--- config.mk ---
export PLATFORM = sky130hd
export DESIGN_NAME = reg_file_sb
export DESIGN_NICKNAME = d
export VERILOG_FILES = /design/src/rtl/reg_file_sb.sv
export SDC_FILE = /design/constraint.sdc
export NUM_CORES = 2
export LEC_CHECK = 0
export ABC_AREA = 1
export CORE_UTILIZATION = 30
export CTS_CLUSTER_DIAMETER = 150
export DETAILED_ROUTE_END_ITERATION = 8
export PLACE_DENSITY = 0.41
export SKIP_CTS_REPAIR_TIMING = 1
export SYNTH_ARGS = -nofsm -noshare
export SYNTH_HDL_FRONTEND = slang
export SYNTH_SLANG_ARGS = --single-unit
--- constraint.sdc ---
create_clock -name clk -period 3.7 [get_ports clk]
set_clock_uncertainty 0.15 [all_clocks]
set_input_delay 0.925 -clock clk [delete_from_list [all_inputs] [get_ports clk]]
set_output_delay 0.925 -clock clk [all_outputs]
set_load 0.02 [all_outputs]
--- src/rtl/reg_file_sb.sv ---
// ----------------------------------------------------------------------------
// reg_file_sb
//
// Parametrised integer register file with an integrated scoreboard.
// Register x0 is hardwired to zero. Every other register has a pending bit:
// the issue stage sets it when it reserves a destination register, and
// writeback clears it when the result arrives. A pipelined or multi-cycle
// core uses these bits to detect RAW hazards (rsN_busy) and WAW hazards
// (iss_ready).
//
// Optional feature macro: REGFILE_BYPASS_EN
//   defined   : a writeback in the current cycle is forwarded to the read
//               ports (data and busy) in that same cycle.
//   undefined : reads return the stored value and the stored pending bit.
//               A written value becomes visible one cycle after writeback.
//
// Parameters
//   XLEN        data width in bits
//   AW          register address width; NREG = 2**AW registers
//   RST_PATTERN contents after reset: 0 = all zero, 1 = register k holds 2*k
//
// Ports
//   clk        clock; all state updates on the rising edge
//   rst        synchronous active-high reset
//   rs1, rs2   read addresses
//   rd1_data   read data for rs1 (combinational)
//   rd2_data   read data for rs2 (combinational)
//   rs1_busy   operand 1 is pending and not forwarded
//   rs2_busy   operand 2 is pending and not forwarded
//   iss_valid  issue stage requests a reservation of iss_rd
//   iss_rd     destination register to reserve
//   iss_ready  the reservation can be accepted this cycle
//   wb_valid   writeback strobe
//   wb_rd      writeback destination register
//   wb_data    writeback data
//   pend_cnt   registered count of pending registers
//
// Issue handshake: a reservation is accepted on a rising edge where
// iss_valid && iss_ready. iss_ready depends only on iss_rd and the stored
// pending bits, never on iss_valid or on a same-cycle writeback, so the issue
// stage may hold iss_valid high until it sees iss_ready. Writeback has no
// ready signal; it is always accepted.
// ----------------------------------------------------------------------------
module reg_file_sb #(
    parameter int XLEN        = 32,
    parameter int AW          = 5,
    parameter int RST_PATTERN = 1
) (
    input  logic            clk,
    input  logic            rst,
    input  logic [AW-1:0]   rs1,
    input  logic [AW-1:0]   rs2,
    output logic [XLEN-1:0] rd1_data,
    output logic [XLEN-1:0] rd2_data,
    output logic            rs1_busy,
    output logic            rs2_busy,
    input  logic            iss_valid,
    input  logic [AW-1:0]   iss_rd,
    output logic            iss_ready,
    input  logic            wb_valid,
    input  logic [AW-1:0]   wb_rd,
    input  logic [XLEN-1:0] wb_data,
    output logic [AW:0]     pend_cnt
);

    localparam int NREG = 2 ** AW;
    localparam logic [AW:0] CNT_ONE = (AW + 1)'(1);

    // ------------------------------------------------------------------
    // State
    // ------------------------------------------------------------------
    logic [XLEN-1:0] regs [NREG];
    logic [NREG-1:0] pending;

    logic [NREG-1:0] pending_next;
    logic [AW:0]     cnt_next;
    logic            wb_write;
    logic            set_pend;
    logic            clr_pend;
    logic            fwd1;
    logic            fwd2;

    // Reset contents of register k. x0 is always zero regardless of pattern.
    function automatic logic [XLEN-1:0] rst_value(input int k);
        logic [XLEN-1:0] v;
        v = '0;
        if (RST_PATTERN == 1 && k != 0) begin
            v = XLEN'(2 * k);
        end
        return v;
    endfunction

    // ------------------------------------------------------------------
    // Issue / writeback decode and scoreboard next state
    // ------------------------------------------------------------------
    assign iss_ready = !pending[iss_rd] || (iss_rd == '0);
    assign wb_write  = wb_valid && (wb_rd != '0);

    always_comb begin
        // A set can only happen on a register that is not pending, so a set
        // and a clear in the same cycle always touch different registers.
        set_pend = iss_valid && iss_ready && (iss_rd != '0);
        clr_pend = wb_write && pending[wb_rd];

        pending_next = pending;
        if (wb_write) begin
            pending_next[wb_rd] = 1'b0;
        end
        // Applied after the clear so a same-register issue wins.
        if (set_pend) begin
            pending_next[iss_rd] = 1'b1;
        end

        cnt_next = pend_cnt;
        case ({set_pend, clr_pend})
            2'b10:   cnt_next = pend_cnt + CNT_ONE;
            2'b01:   cnt_next = pend_cnt - CNT_ONE;
            default: cnt_next = pend_cnt;
        endcase
    end

    // ------------------------------------------------------------------
    // Sequential state
    // ------------------------------------------------------------------
    always_ff @(posedge clk) begin
        if (rst) begin
            for (int k = 0; k < NREG; k++) begin
                regs[k] <= rst_value(k);
            end
        end else if (wb_write) begin
            regs[wb_rd] <= wb_data;
        end
    end

    always_ff @(posedge clk) begin
        if (rst) begin
            pending  <= '0;
            pend_cnt <= '0;
        end else begin
            pending  <= pending_next;
            pend_cnt <= cnt_next;
        end
    end

    // ------------------------------------------------------------------
    // Read ports
    // ------------------------------------------------------------------
`ifdef REGFILE_BYPASS_EN
    assign fwd1 = wb_write && (wb_rd == rs1);
    assign fwd2 = wb_write && (wb_rd == rs2);
`else
    assign fwd1 = 1'b0;
    assign fwd2 = 1'b0;
`endif

    always_comb begin
        rd1_data = '0;
        rs1_busy = 1'b0;
        if (rs1 != '0) begin
            rd1_data = fwd1 ? wb_data : regs[rs1];
            rs1_busy = pending[rs1] && !fwd1;
        end
    end

    always_comb begin
        rd2_data = '0;
        rs2_busy = 1'b0;
        if (rs2 != '0) begin
            rd2_data = fwd2 ? wb_data : regs[rs2];
            rs2_busy = pending[rs2] && !fwd2;
        end
    end

    // The incremental counter must always track the pending vector.
    cnt_matches_popcount: assert property (
        @(posedge clk) disable iff (rst) pend_cnt == ($countones(pending))
    );

endmodule

==> metrics.csv <==
stage;metric;value;unit
place;post-DP HPWL;202500;um
logic_synthesis;top-area cell type share of the netlist area;52.15;%
floorplan;chip height;445.3;um
sta;final setup vio count;11;
sta;Hold Vio Cnt, Final;0;
setup_path;CP Capture Type;output pin;
global_route;first-pass GRT wire length;423000;um
global_route;largest net degree at the start of global routing;47;
sta;Slew @ Worst Pin;1035;ps
setup_path;critical setup path kind;input port to output pin;
sta;fmax;0.2637;GHz
clock_network;Inserted Clock Buffers;136;
logic_synthesis;Synth area leader;edfxtp_1;
route;Routed Antenna Nets;0;
logic_synthesis;Avg Synthesized Cell Area;7.812;sq um
sta;Setup WS post-layout;-91.72;ps
sta;worst hold margin;322.8;ps
logic_synthesis;top post-synthesis cells by count;nand2_1 (2416), nand3_1 (1369), nor2_1 (1320);
sta;RSZ-0062 raised after global routing;true;
clock_network;CTS root buf;clkbuf_16;
clock_network;Max H-tree Level;4;
logic_synthesis;number of distinct library cells after synthesis;33;
logic_synthesis;cell count after synthesis;7548;
route;Vias/cell;5.504;
final_layout;Nets;8207;
final_layout;fillers;19570;
route;DRC;0;
route;drt pass-1 iters;8;
place;global placer's final weighted congestion;0.9105;
floorplan;Initial Util;30.24;%
setup_path;r2r setup slk;700;ps
setup_path;CP max FO;11;
pwr;Pleak;32.15;nW
place;PortBufs;128;
setup_path;crit-path most repeated cell;buf_16;
global_route;number of global-route vias before repair;55290;
global_route;global-route usage over all layers;29.99;%
logic_synthesis;top_reg_cell synth;edfxtp_1;
floorplan;Die ar.;198300;sq um
route;final WL;318300;um
hold_path;HP Class;flip-flop to flip-flop;
setup_path;Critical-path top delay cell;nor2_2;
sta;Max Slew Vio Count;0;
setup_path;R2R depth;13;
clock_network;clock sinks;1062;
final_layout;fraction of layout cells with a size suffix above 1;18.87;%
clock_network;Clock Tree Buf Depth;3;
logic_synthesis;flops & latches, synth;1062;
sta;Slew HR;30.91;%
route;wire per inst;29.25;um
clock_network;CTS tree;yes;
setup_path;Req. time, crit path;2620;ps
run_status;status;finished with violations;
clock_network;clock latency on the worst-skew pair;820;ps
hold_path;cell depth of the worst hold path;2;
sta;minimum clock period;3792;ps
logic_synthesis;Synth Cell Area;58960;sq um
route;Initial DRC Count;7527;
route;DR vias;59890;
pwr;maximum VDD drop;0.0005135;V
run_status;failing checks;setup timing;
setup_path;Cell Chain, Critical Path;buf_16 -> clkinv_16 -> buf_16 -> buf_16 -> buf_16 -> nand2_1 -> nand2_1 -> nand2_1 -> o21ai_1 -> o21ai_1 -> nor2_1 -> nor2_2 -> nor2_2 -> buf_4 -> buf_4;
floorplan;Die W;445.3;um
logic_synthesis;most common cell in the netlist;nand2_1;
global_route;initial antenna violation count;11;
place;placement-stage worst setup slack;-568.8;ps
clock_network;clock slew seen by the registers of the worst setup and hold paths;50;ps
logic_synthesis;EDFF count, synth;1024;
setup_path;Worst setup SP type;input port;
floorplan;row cnt;162;
floorplan;CORE AREA;195000;sq um
global_route;grt ovf;0;
logic_synthesis;top post-synthesis cells by area;edfxtp_1 (52%), nand2_1 (15%), nand3_1 (12%);
sta;Tcrit/Tclk final;102.5;%
logic_synthesis;Seq/Total Area, Yosys;53.44;%
logic_synthesis;warnings from Yosys;0;
pwr;power density cells;426.9;nW/um^2
final_layout;Layout Area Growth over Synthesis;32.45;%
setup_path;CP arrival;2720;ps
floorplan;IO Count;129;
run;max cap viols;0;
logic_synthesis;asr flop ratio synth;0;%
setup_path;CP max stage delay;180;ps
## flip-flops by register name, summed over array words and instances, names as in the netlist
register,count
regs,1024
pending,32
pend_cnt,6
## report_power, final
part | switching [mW] | internal, mW
Combinational | 3.73 | 2.16
Clock | 5.62 | 7.60
Sequential | 0.395 | 13.8
Total | 9.75 | 23.6
## cell families (layout without fill, tap and decap cells)
group / Yosys count / in the layout / synth area share, %
other cells: 1 / 37 / 0.006360
buf+inv: 806 / 1479 / 5.530
xor+xnor: 4 / 4 / 0.05943
compound gates: 471 / 471 / 4.357
fa+ha+maj: 6 / 6 / 0.1401
simple gates: 5198 / 5198 / 36.47
flops: 1062 / 1062 / 53.44
## critical path, delay by kind of cell
| family | cells | cell delay (ps) |
|---|---|---|
| and+or+nand+nor | 6 | 510 |
| buffers and inverters | 7 | 980 |
| AOI/OAI and AO/OA | 2 | 230 |
## per-layer routing
| layer | track usage, % | share of wire [%] | vias to the layer above |
|---|---|---|---|
| li1 | - | - | 26360 |
| met1 | 40.66 | 41 | 29430 |
| met2 | 47.64 | 45 | 3451 |
| met3 | 4.492 | 8.9 | 647 |
| met4 | 12.43 | 4.8 | 2 |
| met5 | 0 | 0.0028 | - |
## placed cells by master, fill, tap and decap left out, types with 19 or more instances in the layout
| cell | count |
|---|---|
| nor2_4 | 22 |
| nand3_2 | 58 |
| o21ai_1 | 52 |
| inv_2 | 37 |
| o211ai_1 | 32 |
| buf_8 | 19 |
| a21oi_1 | 52 |
| clkinv_2 | 27 |
| nor3_2 | 22 |
| clkdlybuf4s50_1 | 46 |
| buf_12 | 218 |
| nand2_2 | 75 |
| inv_1 | 101 |
| o21ai_0 | 219 |
| dfxtp_1 | 38 |
| clkbuf_16 | 190 |
| edfxtp_1 | 1024 |
| buf_16 | 37 |
| nand4_1 | 49 |
| nor2_1 | 1252 |
| o21ai_2 | 22 |
| buf_4 | 622 |
| clkbuf_1 | 31 |
| nor2_2 | 51 |
| nand3_1 | 1311 |
| o22ai_1 | 42 |
| conb_1 | 32 |
| nand2_1 | 2340 |
| buf_6 | 74 |
| clkinv_1 | 25 |
## area by class of cell
class / instances / area [sq um] / area share [%]
multi-input cells: 5711 / 25360 / 32.48
flip-flops and latches: 1062 / 31510 / 40.35
clock inverters: 69 / 555.5 / 0.7113
inverters: 146 / 661.9 / 0.8475
repair buffers: 1085 / 12940 / 16.57
repair inverters: 3 / 33.78 / 0.04326
diodes: 5 / 12.51 / 0.01602
well taps: 2624 / 3283 / 4.204
clock buffers: 176 / 3734 / 4.781
## per-stage QoR
step	power, mW	cells	TNS [ps]	utilization, %	area, sq um
5_1_grt	34.30	10880	-1103	40.05	78090
3_3_place_gp	19.64	10480	-29190	35.79	69800
3_5_place_dp	19.64	10480	-32550	35.79	69800
2_1_floorplan	16.77	7579	0	-	59080
4_1_cts	32.82	10730	-25460	37.99	74090
6_report	33.34	10880	-523.0	40.05	78100
## worst paths after layout
| check | start | to |
|---|---|---|
| max | rs2[0] | rd2_data[2] |
| min | pending[2] | pending[2] |
| max reg2reg | pending[17] | pend_cnt[4] |
| min reg2reg | pending[2] | pending[2] |
Power figures use the tool's default switching activity.
